[src/rtl/matrix_frame_scheduler.sv]
// matrix_frame_scheduler
// Sequences one APA102-style refresh of an 8x8 LED matrix: one start word,
// 64 pixel words, then END_WORDS end words. Each pixel word is the foreground
// or background colour, chosen from a 64-bit glyph bitmap (bit 63 = glyph
// index 0) with serpentine row mapping. Frames start from a refresh timer,
// an explicit frame_req, or a request that was held pending during a frame.
//
// Optional feature: define MATRIX_SCROLL_EN to add a 3-bit column offset that
// advances once per completed frame, scrolling the glyph one column per frame.
//
// Stream handshake: a word transfers on any clock edge where word_valid and
// word_ready are both high. While word_valid is high and word_ready is low,
// word_data, word_first and word_last hold their values, and word_valid only
// falls after the final end word has transferred.
//
// Debug visibility: the FSM state is held in the 'state' register (state_t).
module matrix_frame_scheduler #(
    parameter int unsigned REFRESH_TICKS = 6000,
    parameter int unsigned END_WORDS     = 2,
    parameter logic [31:0] START_WORD    = 32'h00000000,
    parameter logic [31:0] END_WORD      = 32'hFFFFFFFF
) (
    input  logic        clk,
    input  logic        reset,
    input  logic        frame_req,
    input  logic        cfg_we,
    input  logic [63:0] cfg_glyph,
    input  logic [31:0] cfg_fg,
    input  logic [31:0] cfg_bg,
    output logic [31:0] word_data,
    output logic        word_valid,
    input  logic        word_ready,
    output logic        word_first,
    output logic        word_last,
    output logic        busy,
    output logic        frame_done
);

    // The refresh counter only ever holds 0..REFRESH_TICKS-1 and the end
    // counter 0..END_WORDS-1, so $clog2 of the limit is wide enough.
    localparam int unsigned CNT_W = (REFRESH_TICKS > 1) ? $clog2(REFRESH_TICKS) : 1;
    localparam int unsigned END_W = (END_WORDS > 1) ? $clog2(END_WORDS) : 1;
    localparam logic [CNT_W-1:0] CNT_MAX = CNT_W'(REFRESH_TICKS - 1);
    localparam logic [END_W-1:0] END_MAX = END_W'(END_WORDS - 1);
    localparam logic [31:0] RESET_COLOUR = 32'hE0000000;

    typedef enum logic [1:0] {
        S_IDLE   = 2'd0,
        S_START  = 2'd1,
        S_PIXELS = 2'd2,
        S_END    = 2'd3
    } state_t;

    state_t           state;
    logic [CNT_W-1:0] refresh_cnt;
    logic [5:0]       pix_idx;
    logic [END_W-1:0] end_idx;
    logic             pend_flag;
    logic [63:0]      pend_glyph;
    logic [31:0]      pend_fg;
    logic [31:0]      pend_bg;
    logic [63:0]      act_glyph;
    logic [31:0]      act_fg;
    logic [31:0]      act_bg;

    logic             hs;
    logic             trigger;
    logic [5:0]       look_idx;
    logic [2:0]       look_col;
    logic [5:0]       glyph_idx;
    logic [31:0]      pix_word;

`ifdef MATRIX_SCROLL_EN
    logic [2:0]       scroll_off;

    // Column offset advances once per completed frame (wraps mod 8).
    always_ff @(posedge clk or posedge reset) begin
        if (reset) begin
            scroll_off <= 3'd0;
        end else if (frame_done) begin
            scroll_off <= scroll_off + 3'd1;
        end
    end
`endif

    assign hs      = word_valid && word_ready;
    assign trigger = (refresh_cnt == CNT_MAX) || frame_req || pend_flag;

    // Pixel lookup for the word presented after the current handshake:
    // pixel 0 after the start word, otherwise the next pixel index.
    always_comb begin
        look_idx = (state == S_PIXELS) ? (pix_idx + 6'd1) : 6'd0;
`ifdef MATRIX_SCROLL_EN
        look_col = look_idx[2:0] + scroll_off;
`else
        look_col = look_idx[2:0];
`endif
        // Even rows run right-to-left (7 - c), odd rows left-to-right.
        glyph_idx = look_idx[3] ? {look_idx[5:3], look_col} : {look_idx[5:3], ~look_col};
        pix_word  = act_glyph[6'd63 - glyph_idx] ? act_fg : act_bg;
    end

    // Frame sequencer with registered stream outputs and config staging.
    always_ff @(posedge clk or posedge reset) begin
        if (reset) begin
            state       <= S_IDLE;
            refresh_cnt <= '0;
            pix_idx     <= 6'd0;
            end_idx     <= '0;
            pend_flag   <= 1'b0;
            pend_glyph  <= 64'd0;
            pend_fg     <= RESET_COLOUR;
            pend_bg     <= RESET_COLOUR;
            act_glyph   <= 64'd0;
            act_fg      <= RESET_COLOUR;
            act_bg      <= RESET_COLOUR;
            word_data   <= 32'd0;
            word_valid  <= 1'b0;
            word_first  <= 1'b0;
            word_last   <= 1'b0;
            busy        <= 1'b0;
            frame_done  <= 1'b0;
        end else begin
            frame_done <= 1'b0;
            if (cfg_we) begin
                pend_glyph <= cfg_glyph;
                pend_fg    <= cfg_fg;
                pend_bg    <= cfg_bg;
            end
            // Requests arriving mid-frame collapse into one pending frame.
            if (frame_req && (state != S_IDLE)) begin
                pend_flag <= 1'b1;
            end
            case (state)
                S_IDLE: begin
                    if (trigger) begin
                        state       <= S_START;
                        refresh_cnt <= '0;
                        pend_flag   <= 1'b0;
                        // A write landing on the start cycle bypasses staging.
                        act_glyph   <= cfg_we ? cfg_glyph : pend_glyph;
                        act_fg      <= cfg_we ? cfg_fg : pend_fg;
                        act_bg      <= cfg_we ? cfg_bg : pend_bg;
                        word_valid  <= 1'b1;
                        word_data   <= START_WORD;
                        word_first  <= 1'b1;
                        busy        <= 1'b1;
                    end else begin
                        refresh_cnt <= refresh_cnt + CNT_W'(1);
                    end
                end
                S_START: begin
                    if (hs) begin
                        state      <= S_PIXELS;
                        pix_idx    <= 6'd0;
                        word_first <= 1'b0;
                        word_data  <= pix_word;
                    end
                end
                S_PIXELS: begin
                    if (hs) begin
                        if (pix_idx == 6'd63) begin
                            state     <= S_END;
                            end_idx   <= '0;
                            word_data <= END_WORD;
                            word_last <= (END_MAX == '0);
                        end else begin
                            pix_idx   <= pix_idx + 6'd1;
                            word_data <= pix_word;
                        end
                    end
                end
                S_END: begin
                    if (hs) begin
                        if (end_idx == END_MAX) begin
                            state      <= S_IDLE;
                            word_valid <= 1'b0;
                            word_last  <= 1'b0;
                            busy       <= 1'b0;
                            frame_done <= 1'b1;
                        end else begin
                            end_idx   <= end_idx + END_W'(1);
                            word_last <= ((end_idx + END_W'(1)) == END_MAX);
                        end
                    end
                end
                default: begin
                    state <= S_IDLE;
                end
            endcase
        end
    end

endmodule

[config.mk]
export PLATFORM = sky130hd
export DESIGN_NAME = matrix_frame_scheduler
export DESIGN_NICKNAME = d
export VERILOG_FILES = /design/src/rtl/matrix_frame_scheduler.sv
export SDC_FILE = /design/constraint.sdc
export NUM_CORES = 1
export LEC_CHECK = 0
export ABC_AREA = 0
export CAP_MARGIN = 20
export CORE_MARGIN = 1
export CORE_UTILIZATION = 55
export DETAILED_ROUTE_END_ITERATION = 10
export GPL_ROUTABILITY_DRIVEN = 0
export GPL_TIMING_DRIVEN = 0
export MAX_ROUTING_LAYER = met4
export PLACE_DENSITY = 0.74
export SYNTH_ARGS = -nofsm -noshare
export SYNTH_HDL_FRONTEND = slang
export SYNTH_SLANG_ARGS = --single-unit
[constraint.sdc]
create_clock -name clk -period 16.7 [get_ports clk]
set_input_delay 3.34 -clock clk [delete_from_list [all_inputs] [get_ports clk]]
set_output_delay 3.34 -clock clk [all_outputs]
set_load 0.02 [all_outputs]
Word-level counts from Yosys, hierarchy flattened

Index checks and enable logic that the tools add are counted.

Reductions and logical operators: 18
Bitwise gates (word level): 1
Multiplexer cells: 45
Add/sub/neg operators: 4
Eq/ne operators: 12
$lt $le $gt $ge: 1

Operator list:

| kind                                                                          | count |
|---|---|
| 32-bit two-way mux                                                            | 7 |
| 32-bit one-hot mux with 3 select lines                                        | 1 |
| 64-bit two-way mux                                                            | 1 |
| 6-bit two-way mux                                                             | 4 |
| 1-bit two-way mux                                                             | 17 |
| 4-bit AND reduction                                                           | 4 |
| 13-bit by 1-bit adder with 13-bit output (second input constant)              | 1 |
| 13-bit == test (second input constant)                                        | 1 |
| 13-bit two-way mux                                                            | 1 |
| 2-bit two-way mux                                                             | 6 |
| 2-bit != test (second input constant)                                         | 6 |
| 6-bit one-hot mux with 2 select lines                                         | 1 |
| 2-bit nonzero test                                                            | 5 |
| 1-bit one-hot mux with 2 select lines                                         | 4 |
| 2-bit one-hot mux with 4 select lines                                         | 1 |
| 6-bit by 7-bit less-than comparator with 1-bit output (second input constant) | 1 |
| 6-bit by 1-bit adder with 6-bit output (second input constant)                | 1 |
| 1-bit binary-select mux with 6-bit select                                     | 1 |
| 6-bit == test (second input constant)                                         | 1 |
| 6-bit AND reduction                                                           | 1 |
| 6-bit subtractor (first input constant)                                       | 1 |
| 2-bit == test (second input constant)                                         | 2 |
| 4-bit two-way mux                                                             | 1 |
| 3-bit inverter                                                                | 1 |
| 9 further kinds                                                               | 11 |

Flip-flop bits (word level): 315

Logic depth before layout (Yosys ltp)

Gate-level depths: netlist (run 1).

Depth in word-level cells: 11
Mapped depth: 14
Mapped depth without buffers: 10

Least setup slack after synthesis (run 1)

No wires, ideal clock.

Path kind: input to register
From: input frame_req
To: register word_data[0]
Setup time: 0.122 ns
Stages on the path: 10
Data required time: 16.578 ns
Arrival: 4.916 ns
Path slack: 11.663 ns
Cells stage by stage: nor2_1 inv_1 nor2_1 a221o_1 clkbuf_1 nor2_1 o211ai_1 clkbuf_1 o221ai_1 a32o_1

Cells in the longest elaborated chain, start to end: 4

Ends and longest elaborated chain:

| item                                 | RTL line | RTL |
|---|---|---|
| start, declared                      | 25       | `input logic frame_req,` |
| 1-bit logical OR (2 in series)       | 87       | `assign trigger = (refresh_cnt == CNT_MAX) \|\| frame_req \|\| pend_flag;` |
| 2-bit != test (no source line)       | n/a      |  |
| 4-bit AND reduction (no source line) | n/a      |  |
| end signal, assigned                 | 157      | `word_data <= pix_word;` |
| end signal, assigned                 | 169      | `word_data <= pix_word;` |
| end, declared                        | 30       | `output logic [31:0] word_data,` |

Every way passes these cells.
A chain may end at the register's enable or synchronous reset.

Worst setup path in the final report (run 1)

From: input frame_req
To: register word_data[3]

The elaborated chain is that of the path after synthesis.

==> run_results.csv, run 1 <==
group,metric,value,unit
setup_path,crit_chain,"clkdlybuf4s50_1, nor2_1, inv_1, nor2_1, a221o_1, clkbuf_1, nor2_1, o211ai_1, clkbuf_1, o221ai_1, a32o_1",
place,place_hpwl,26270,um
global_route,overflow,0,
synthesis,synth_edf_count,0,
clock_tree,clk_latency,0.53,ns
setup_path,cp_max_fo,10,
detailed_routing,drc_errors,10,
detailed_routing,drt_wl_total,38420,um
power_and_ir_drop,finalPower,0.003169,W
clock_tree,cts_tree,"yes",
global_route,grt_max_degree,94,
clock_tree,post_cts_buffers,0,
setup_path,criticalPathCategory,"in -> reg",
power_and_ir_drop,ir_drop,0.0001142,V
die,start_util,56.65,%
setup_path,worstSetupEndpointType,"flop",
setup_path,cp_slowest_cell,"clkbuf_1",
synthesis,ys_warn_count,0,
clock_tree,clkSinkCount,315,
detailed_routing,wl_per_cell,21.49,um
synthesis,synth_cells,1217,
setup_path,critPathBufInv,4,
clock_tree,htreeDepth,2,
timing,hold_viol,0,
final_layout,final_cell_mix,"dfrtp_1 (303), mux2_2 (260), clkdlybuf4s50_1 (168), clkbuf_1 (84), nand2_1 (82)",
synthesis,synth_nets,1357,
synthesis,synth_area_per_cell,12.23,sq um
clock_tree,root_buffer,"clkbuf_16",
outcome,failed_checks,"design-rule violations",
die,rows,59,
setup_path,path_delay_family,"buffers and inverters",
synthesis,ys_seq_area_share,53.05,%
timing,tightestPinTransition,1.058,ns
global_route,grt_pass1_wl,62220,um
global_route,grt_antenna_before_repair,2,
synthesis,synth.cell_area,0.01489,sq mm
timing,slew_viol_final,0,
detailed_routing,viasPerCell,6.215,
flow_run,max_cap_viol_count,0,
synthesis,synth_async_sr_flop_share,100.0,%
place,portBuffers,168,
detailed_routing,drtPass1Iterations,8,
final_layout,nNetsFinal,1566,
setup_path,cp-start-kind,"input pin",
clock_tree,cts_hold_buf,0,
outcome,status,"complete, but fails checks",
die,placeableCoreArea,0.02628,sq mm
detailed_routing,ant_nets,0,
timing,rsz0062_at_grt,"false",
setup_path,required,17.10,ns
setup_path,arrival,6.30,ns
timing,fmaxAchievable,169.3,MHz
synthesis,synth_flop_cell,"dfrtp_1",
setup_path,slowest_delay,0.45,ns
global_route,grt_pass1_vias,11470,
clock_tree,clockBufferDepth,3,
final_layout,final_common_cell,"dfrtp_1",
timing,period_needed,5.907,ns
timing,skew,0.02126,ns
timing,period_share,35.37,%
timing,tns,0,ns
die,die_area,0.02773,sq mm
power_and_ir_drop,p_leak,7.306,nW
synthesis,synth.distinct_cells,69,
synthesis,synth-seq-cells,315,
clock_tree,cts_resized,0,
final_layout,drive_gt1_share,25.84,%
final_layout,finish.utilization,69.80,%
power_and_ir_drop,p_per_area,172.7,mW/mm^2
die,die_x,166.5,um
clock_tree,cts_buffers,35,
detailed_routing,drt-initial-drc-count,1220,
clock_tree,clkTransAtPathRegs,0.06,ns
die,io_pins,170,
timing,setup_viol,0,
timing,slew_headroom,29.46,%
die,die_h,166.5,um
worst_hold_path,min_path_type,"reg -> reg",
setup_path,cp_common_cell,"nor2_1",
final_layout,area_growth,23.22,%
detailed_routing,via_count,11110,
global_route,grtUsageTotal,29.21,%
power by group:
part	internal [W]	switching (W)
combinational	0.000538	0.000636
clock	0.000520	0.000314
sequential	0.000995	0.000165
total	0.00205	0.00112
cell type report:
class | instances | area [sq um]
fillers | 1934 | 7936
flip-flops and latches | 315 | 7898
multi-input cells | 786 | 6516
repair buffers | 172 | 1769
clock buffers | 46 | 1010
plain buffers | 106 | 435.4
well taps | 335 | 419.2
clock inverters | 16 | 246.5
inverters | 10 | 45.04
diodes | 2 | 5.005
Yosys cell counts, types with 3 or more instances:
master | instances | share of area [%]
a2111oi_0 | 3 | 0.18
a211o_1 | 3 | 0.18
a21oi_1 | 12 | 0.40
a31oi_1 | 3 | 0.13
a32o_1 | 33 | 2.2
a32oi_1 | 33 | 1.9
a41o_1 | 3 | 0.20
and2_1 | 5 | 0.21
and3_1 | 8 | 0.34
and4_1 | 4 | 0.24
buf_2 | 21 | 0.71
buf_4 | 3 | 0.15
clkbuf_1 | 80 | 2.0
dfrtp_1 | 303 | 51
dfstp_2 | 12 | 2.1
ha_1 | 7 | 0.59
inv_1 | 10 | 0.25
mux2_2 | 260 | 20
mux2i_1 | 8 | 0.54
nand2_1 | 82 | 2.1
nand2b_1 | 6 | 0.25
nand3_1 | 21 | 0.71
nand4_1 | 11 | 0.46
nor2_1 | 59 | 1.5
nor2b_1 | 3 | 0.13
nor3_1 | 5 | 0.17
nor4b_1 | 32 | 1.9
o211ai_1 | 39 | 2.0
o21ai_0 | 21 | 0.71
o221ai_1 | 33 | 1.9
o22ai_1 | 4 | 0.17
or3_1 | 33 | 1.4
xnor2_1 | 5 | 0.29
xor2_1 | 6 | 0.35
routing by layer:
layer  part of all wire (%)  up-vias  global-route usage [%]
met1                     43     5566                   38.55
met2                     47      473                   45.76
met5                      0        -                       -
li1                       -     4979                       -
met3                    6.5       95                   4.515
met4                    3.5        0                   11.11
cells by family after synthesis:
logic type / count (synthesis) / synth area share [%]
AO/OA/AOI/OAI: 214 / 11.80
XOR/XNOR: 15 / 1.084
adder cells (fa/ha/maj): 7 / 0.5883
buffers and inverters: 116 / 3.177
flip-flops: 315 / 53.05
multiplexers: 268 / 20.21
AND/OR/NAND/NOR: 282 / 10.09
worst paths after layout:
kind,startpoint,end,slack [ns],cells after the start
setup / recovery,frame_req,word_data[3]$_DFFE_PP0P_,10.79,11
hold / removal,pend_flag$_DFF_PP0_,pend_flag$_DFF_PP0_,0.49,2
setup reg to reg,pix_idx[1]$_DFFE_PP0P_,word_data[3]$_DFFE_PP0P_,12.19,12
hold reg to reg,pend_flag$_DFF_PP0_,pend_flag$_DFF_PP0_,0.49,2
max in group asynchronous,reset,act_fg[5]$_DFFE_PP0P_,12.59,3
min in group asynchronous,reset,pend_fg[26]$_DFF_PP0_,3.26,2
tightest hold or removal path, cell delays in order, from the launching register on:
cell     delay (ns)
dfrtp_1        0.32
nor2_1         0.05
nor2_1         0.08
stage by stage:
step,std cells,hold WS (ns),setup slack [ns],instance area (sq um)
after floorplan,1217,0.4502,4.665,14890
after global placement,1720,0.4635,1.115,16990
after detailed placement,1724,0.4671,10.38,17080
after CTS,1786,0.4830,10.87,18340
after global routing,1788,0.4982,10.64,18340
final,1788,0.4862,10.79,18340
sequential cells by signal, summed over array words and instances (netlist names), 6 cells and up:
register,flops
refresh_cnt,13
pix_idx,6
pend_bg,32
act_bg,32
act_glyph,64
pend_fg,32
word_data,32
act_fg,32
pend_glyph,64
Power figures use the tool's default switching activity.
==> run 2, diff against run 1 <==
==> constraint.sdc (replaced) <==
create_clock -name clk -period 6.1 [get_ports clk]
set_input_delay 1.22 -clock clk [delete_from_list [all_inputs] [get_ports clk]]
set_output_delay 1.22 -clock clk [all_outputs]
set_load 0.02 [all_outputs]
==> run 2 against run 1 <==
Against the previous run: the flow still finishes with violations (design-rule violations); critical path depth up 1; via count down 0.20%; sequential cell count unchanged; clock power up 140%; count of clock-buffer cells in the layout up 7; routed wire length down 1.1%; total power rose to 2.6 times the previous value; die area unchanged; first-iteration DRC count down 11%; global-route usage down 0.29 points; cell area down 0.41%; critical endpoint is now word_data[9]$_DFFE_PP0P_; largest power group is now sequential cells; highest routed layer unchanged.
==> run_results.csv, run 2 (synthesis gave the netlist of run 1 again) <==
group,metric,value,unit
setup_path,worstSetupEndpointType,"flop",
power_and_ir_drop,p_sw,0.002994,W
detailed_routing,drc_errors,9,
final_layout,drive_gt1_share,25.72,%
timing,setup_viol,0,
global_route,grt_max_degree,44,
final_layout,nNetsFinal,1571,
detailed_routing,via_count,11090,
clock_tree,clk_latency,0.52,ns
detailed_routing,drt-initial-drc-count,1084,
die,die_area,0.02773,sq mm
final_layout,final_common_cell,"dfrtp_1",
timing,slew_viol_final,0,
timing,period_share,71.04,%
timing,hold_viol,0,
final_layout,reg_top3,"act_glyph (64), pend_glyph (64)",
clock_tree,clkSinkCount,315,
power_and_ir_drop,clockPowerShare,24.2,%
setup_path,critPathLaunch,"pix_idx[0]$_DFFE_PP0P_",
setup_path,timing.rr.start,"pix_idx[0]$_DFFE_PP0P_",
final_layout,fill_cells,1948,
clock_tree,cts_resized,0,
die,io_pins,170,
power_and_ir_drop,switching_share,35.68,%
detailed_routing,drt_wl_total,37980,um
clock_tree,cts_tree,"yes",
place,portBuffers,168,
flow_run,max_cap_viol_count,0,
global_route,grt_antenna_before_repair,2,
global_route,overflow,0,
setup_path,cp-start-kind,"flop",
power_and_ir_drop,ir_drop,0.0002617,V
place,place_hpwl,26690,um
setup_path,r2r_slack,1.77,ns
die,placeableCoreArea,0.02628,sq mm
outcome,status,"complete, but fails checks",
clock_tree,cts_buffers,35,
power_and_ir_drop,seq_power_share,37.9,%
timing,period_needed,4.334,ns
detailed_routing,viasPerCell,6.179,
timing,slew_headroom,36.61,%
timing,setup_slack,1.766,ns
detailed_routing,drtPass1Iterations,10,
timing,skew,0.01862,ns
worst_hold_path,min_path_type,"reg -> reg",
clock_tree,htreeDepth,2,
clock_tree,cts_hold_buf,0,
final_layout,area_growth,22.72,%
detailed_routing,wl_per_cell,21.16,um
setup_path,criticalPathCategory,"reg -> reg",
clock_tree,post_cts_buffers,0,
die,die_x,166.5,um
final_layout,finish.utilization,69.52,%
detailed_routing,ant_nets,0,
clock_tree,root_buffer,"clkbuf_16",
global_route,grtUsageTotal,28.93,%
power_and_ir_drop,p_per_area,459.3,mW/mm^2
setup_path,cp-endpoint,"word_data[9]$_DFFE_PP0P_",
power_and_ir_drop,p_leak,7.270,nW
die,rows,59,
global_route,grt_pass1_vias,11350,
global_route,grt_pass1_wl,61900,um
timing,fmaxAchievable,230.8,MHz
outcome,failed_checks,"design-rule violations",
power_and_ir_drop,p_comb_share,37.9,%
die,die_h,166.5,um
clock_tree,clockBufferDepth,3,
place,dp_slack,1.872,ns
setup_path,r2r_end,"word_data[9]$_DFFE_PP0P_",
setup_path,required,6.50,ns
setup_path,worstRegToRegCells,12,
timing,tightestPinTransition,0.9408,ns
timing,rsz0062_at_grt,"false",
die,start_util,56.65,%
clock_tree,clkTransAtPathRegs,0.06,ns
setup_path,arrival,4.73,ns
setup_path,cp_max_fo,10,
final_layout,final_cell_mix,"dfrtp_1 (303), mux2_2 (260), clkdlybuf4s50_1 (168), clkbuf_1 (91), nand2_1 (82)",
power_and_ir_drop,p_int,0.005397,W
## run 2: cell types whose count changed in the layout (fill, tap and decap cells not counted), moves of 2 or more
cell	delta
buf_12	+8
clkbuf_1	+7
bufinv_16	-5
buf_16	-3
clkbuf_16	-2
clkbuf_8	+2
clkinv_4	-2
inv_6	+2
## run 2: worst min-delay path by stage
stage | slack [ns] | depth (start not counted) | to | start
finish | 0.48 | 2 | pend_flag$_DFF_PP0_ | pend_flag$_DFF_PP0_
global route | 0.50 | 1 | pend_glyph[60]$_DFF_PP0_ | pend_glyph[60]$_DFF_PP0_
CTS | 0.49 | 2 | pend_flag$_DFF_PP0_ | pend_flag$_DFF_PP0_
detailed placement | 0.47 | 2 | pend_flag$_DFF_PP0_ | pend_flag$_DFF_PP0_
global placement | 0.46 | 2 | pend_flag$_DFF_PP0_ | pend_flag$_DFF_PP0_
floorplan | 0.45 | 2 | pend_flag$_DFF_PP0_ | pend_flag$_DFF_PP0_
## run 2: critical path: stages, from the launching register on
cell and delay [ns]:
dfrtp_1 0.40, ha_1 0.48, xor2_2 0.33, xor2_2 0.26, buf_2 0.31, mux2i_1 0.31, o211ai_1 0.14, a31oi_1 0.24
a2bb2oi_2 0.51, buf_2 0.36, clkbuf_1 0.45, nand2_1 0.12, a32o_1 0.29
## run 2: layout make-up
cell class / instances / area (sq um) / share of cell area [%]
diodes: 2 / 5.005 / 0.02740
clock buffers: 53 / 1013 / 5.548
well taps: 335 / 419.2 / 2.294
inverters: 10 / 41.29 / 0.2260
clock inverters: 11 / 93.84 / 0.5137
flip-flops and latches: 315 / 7898 / 43.23
repair buffers: 177 / 1847 / 10.11
plain buffers: 106 / 435.4 / 2.383
multi-input cells: 786 / 6516 / 35.67
## run 2: metal layers
metal / share of wire, % / wire (um) / track usage, %
met1: 43 / 16390 / 38.90
met2: 47 / 18000 / 45.40
met3: 6.9 / 2620 / 4.800
met4: 2.5 / 962 / 8.374
met5: 0 / 0 / -
## run 2: metrics by stage
stage	instances	total power, W	instance area [sq um]	hold WS, ns	setup TNS (ns)
detailed placement	1728	0.006335	17150	0.4720	0
floorplan	1217	0.005318	14890	0.4502	0
CTS	1792	0.008401	18260	0.4854	0
finish	1795	0.008392	18270	0.4812	0
global route	1795	0.008850	18270	0.4995	0
global placement	1720	0.006230	16990	0.4648	-406.60
## run 2: power by group through the flow
stage                     logic [W]  registers [W]  clock network, W
after floorplan             0.00225        0.00307                 0
after global placement      0.00305        0.00318                 0
after detailed placement    0.00314        0.00320                 0
after CTS                   0.00316        0.00317           0.00207
after global routing        0.00344        0.00325           0.00216
final                       0.00318        0.00318           0.00203
==> run 3, diff against run 2 <==
==> constraint.sdc (replaced) <==
create_clock -name clk -period 4.4 [get_ports clk]
set_input_delay 0.88 -clock clk [delete_from_list [all_inputs] [get_ports clk]]
set_output_delay 0.88 -clock clk [all_outputs]
set_load 0.02 [all_outputs]
==> run 3 against run 2 <==
Against the previous run: final cell count stayed put; critical path type unchanged; the run still ends with design-rule violations left; clock skew shrank 0.0039 ns; cell area is essentially flat; die area did not move; sequential cell count did not move; utilization about the same; largest cell class unchanged; non-clock buffer count is the same; first-iteration DRC count shrank 6.2%; worst setup slack got worse by 1.6 ns; critical path depth down 2; total power is 39% higher; highest routed layer unchanged.
==> run_results.csv, run 3 (synthesis gave the netlist of run 1 again) <==
group,metric,value,unit
detailed_routing,viasPerCell,6.199,
final_layout,reg_top3,"act_glyph (64), pend_glyph (64)",
setup_path,timing.rr.start,"pix_idx[0]$_DFFE_PP0P_",
clock_tree,clkTransAtPathRegs,0.06,ns
timing,rsz0062_at_grt,"false",
outcome,status,"complete, but fails checks",
clock_tree,clkSinkCount,315,
setup_path,worstSetupEndpointType,"flop",
timing,skew,0.01471,ns
global_route,overflow,0,
place,place_hpwl,26690,um
power_and_ir_drop,p_per_area,637.5,mW/mm^2
clock_tree,cts_buffers,35,
die,placeableCoreArea,0.02628,sq mm
die,io_pins,170,
flow_run,max_cap_viol_count,0,
final_layout,final_common_cell,"dfrtp_1",
setup_path,worstRegToRegCells,10,
setup_path,cp-start-kind,"flop",
setup_path,criticalPathCategory,"reg -> reg",
power_and_ir_drop,finalPower,0.01165,W
worst_hold_path,min_path_type,"reg -> reg",
setup_path,cp_max_fo,10,
clock_tree,clk_latency,0.52,ns
clock_tree,cts_tree,"yes",
timing,period_needed,4.234,ns
final_layout,finish.utilization,69.56,%
setup_path,cp-endpoint,"word_data[9]$_DFFE_PP0P_",
place,portBuffers,168,
clock_tree,clockBufferDepth,3,
timing,hold_viol,0,
clock_tree,root_buffer,"clkbuf_16",
clock_tree,post_cts_buffers,0,
final_layout,seqCellArea,0.007898,sq mm
detailed_routing,drc_errors,9,
final_layout,multi_input_comb_area,0.006528,sq mm
timing,tightestPinTransition,0.9849,ns
detailed_routing,drtPass1Iterations,10,
die,start_util,56.65,%
detailed_routing,wl_per_cell,21.15,um
final_layout,nNetsFinal,1571,
die,die_area,0.02773,sq mm
die,die_x,166.5,um
final_layout,fill_cells,1948,
detailed_routing,drt_wl_total,37960,um
die,die_h,166.5,um
setup_path,r2r_slack,0.17,ns
power_and_ir_drop,ir_drop,0.0003621,V
setup_path,arrival,4.63,ns
final_layout,area_growth,22.79,%
global_route,grt_antenna_before_repair,2,
timing,period_share,96.24,%
global_route,grt_pass1_vias,11350,
clock_tree,htreeDepth,2,
global_route,grtUsageTotal,28.93,%
setup_path,r2r_end,"word_data[9]$_DFFE_PP0P_",
detailed_routing,via_count,11130,
outcome,failed_checks,"design-rule violations",
timing,slew_viol_final,0,
detailed_routing,ant_nets,0,
timing,setup_viol,0,
final_layout,drive_gt1_share,25.72,%
detailed_routing,drt-initial-drc-count,1017,
setup_path,critPathLaunch,"pix_idx[0]$_DFFE_PP0P_",
power_and_ir_drop,p_leak,7.272,nW
timing,slew_headroom,33.64,%
die,rows,59,
timing,fmaxAchievable,236.2,MHz
setup_path,required,4.80,ns
final_layout,final_cell_mix,"dfrtp_1 (303), mux2_2 (260), clkdlybuf4s50_1 (168), clkbuf_1 (91), nand2_1 (82)",
global_route,grt_max_degree,44,
global_route,grt_pass1_wl,61900,um
-- run 3: cell counts in the layout (fill, tap and decap cells not counted) --
Identical to the previous run, type by type.
-- run 3: repair_timing --
item                       4_1_cts  5_1_grt
resized for setup                0        1
setup endpoints to repair        0       10
hold buffers                     0        0
-- run 3: layout make-up --
cell class / instances / area share (%)
Antenna cell: 2 / 0.02738
Buffer: 106 / 2.382
Clock buffer: 53 / 5.544
Clock inverter: 11 / 0.5133
Inverter: 10 / 0.2259
Multi-Input combinational cell: 786 / 35.71
Sequential cell: 315 / 43.20
Tap cell: 335 / 2.293
Timing Repair Buffer: 177 / 10.10
-- run 3: critical path: stages (launching register included) --
cell and delay [ns]:
dfrtp_1 0.40, ha_1 0.45, xor2_2 0.24, xnor2_1 0.58, nand4_1 0.19, and4_4 0.22, a2111oi_4 0.77, nor4b_4 0.53
buf_2 0.31, o221ai_1 0.15, a32o_1 0.27
-- run 3: routing by layer --
layer | GRT usage [%] | routed length, um | vias to the layer above | part of all wire (%)
li1 | - | - | 5007 | -
met1 | 38.90 | 16510 | 5554 | 43
met2 | 45.40 | 17990 | 476 | 47
met3 | 4.800 | 2503 | 90 | 6.6
met4 | 8.374 | 958 | 0 | 2.5
met5 | - | 0 | - | 0
-- run 3: report_power, final --
part	total, W	internal (W)	switching [W]
clock network	0.00282	0.00166	0.00116
registers	0.00441	0.00378	0.000629
logic	0.00442	0.00205	0.00237
total	0.0117	0.00749	0.00416
-- run 3: worst min path at each step --
stage / startpoint / endpoint / slack, ns / cells past startpoint
2_1_floorplan: pend_flag$_DFF_PP0_ / pend_flag$_DFF_PP0_ / 0.45 / 2
3_3_place_gp: pend_flag$_DFF_PP0_ / pend_flag$_DFF_PP0_ / 0.46 / 2
3_5_place_dp: pend_flag$_DFF_PP0_ / pend_flag$_DFF_PP0_ / 0.47 / 2
4_1_cts: pend_flag$_DFF_PP0_ / pend_flag$_DFF_PP0_ / 0.49 / 2
5_1_grt: pend_glyph[60]$_DFF_PP0_ / pend_glyph[60]$_DFF_PP0_ / 0.50 / 1
6_report: pend_flag$_DFF_PP0_ / pend_flag$_DFF_PP0_ / 0.48 / 2
-- run 3: stage by stage --
stage,area [sq um],hold WS [ns],instances,worst slack [ns],TNS [ns]
6_report,18280,0.4812,1795,0.1656,0
5_1_grt,18280,0.4995,1795,0.02319,0
4_1_cts,18260,0.4854,1792,0.1260,0
3_5_place_dp,17150,0.4720,1728,0.1811,0
3_3_place_gp,16990,0.4648,1720,-2.725,-832.18
2_1_floorplan,14890,0.4502,1217,-0.6671,-202.12
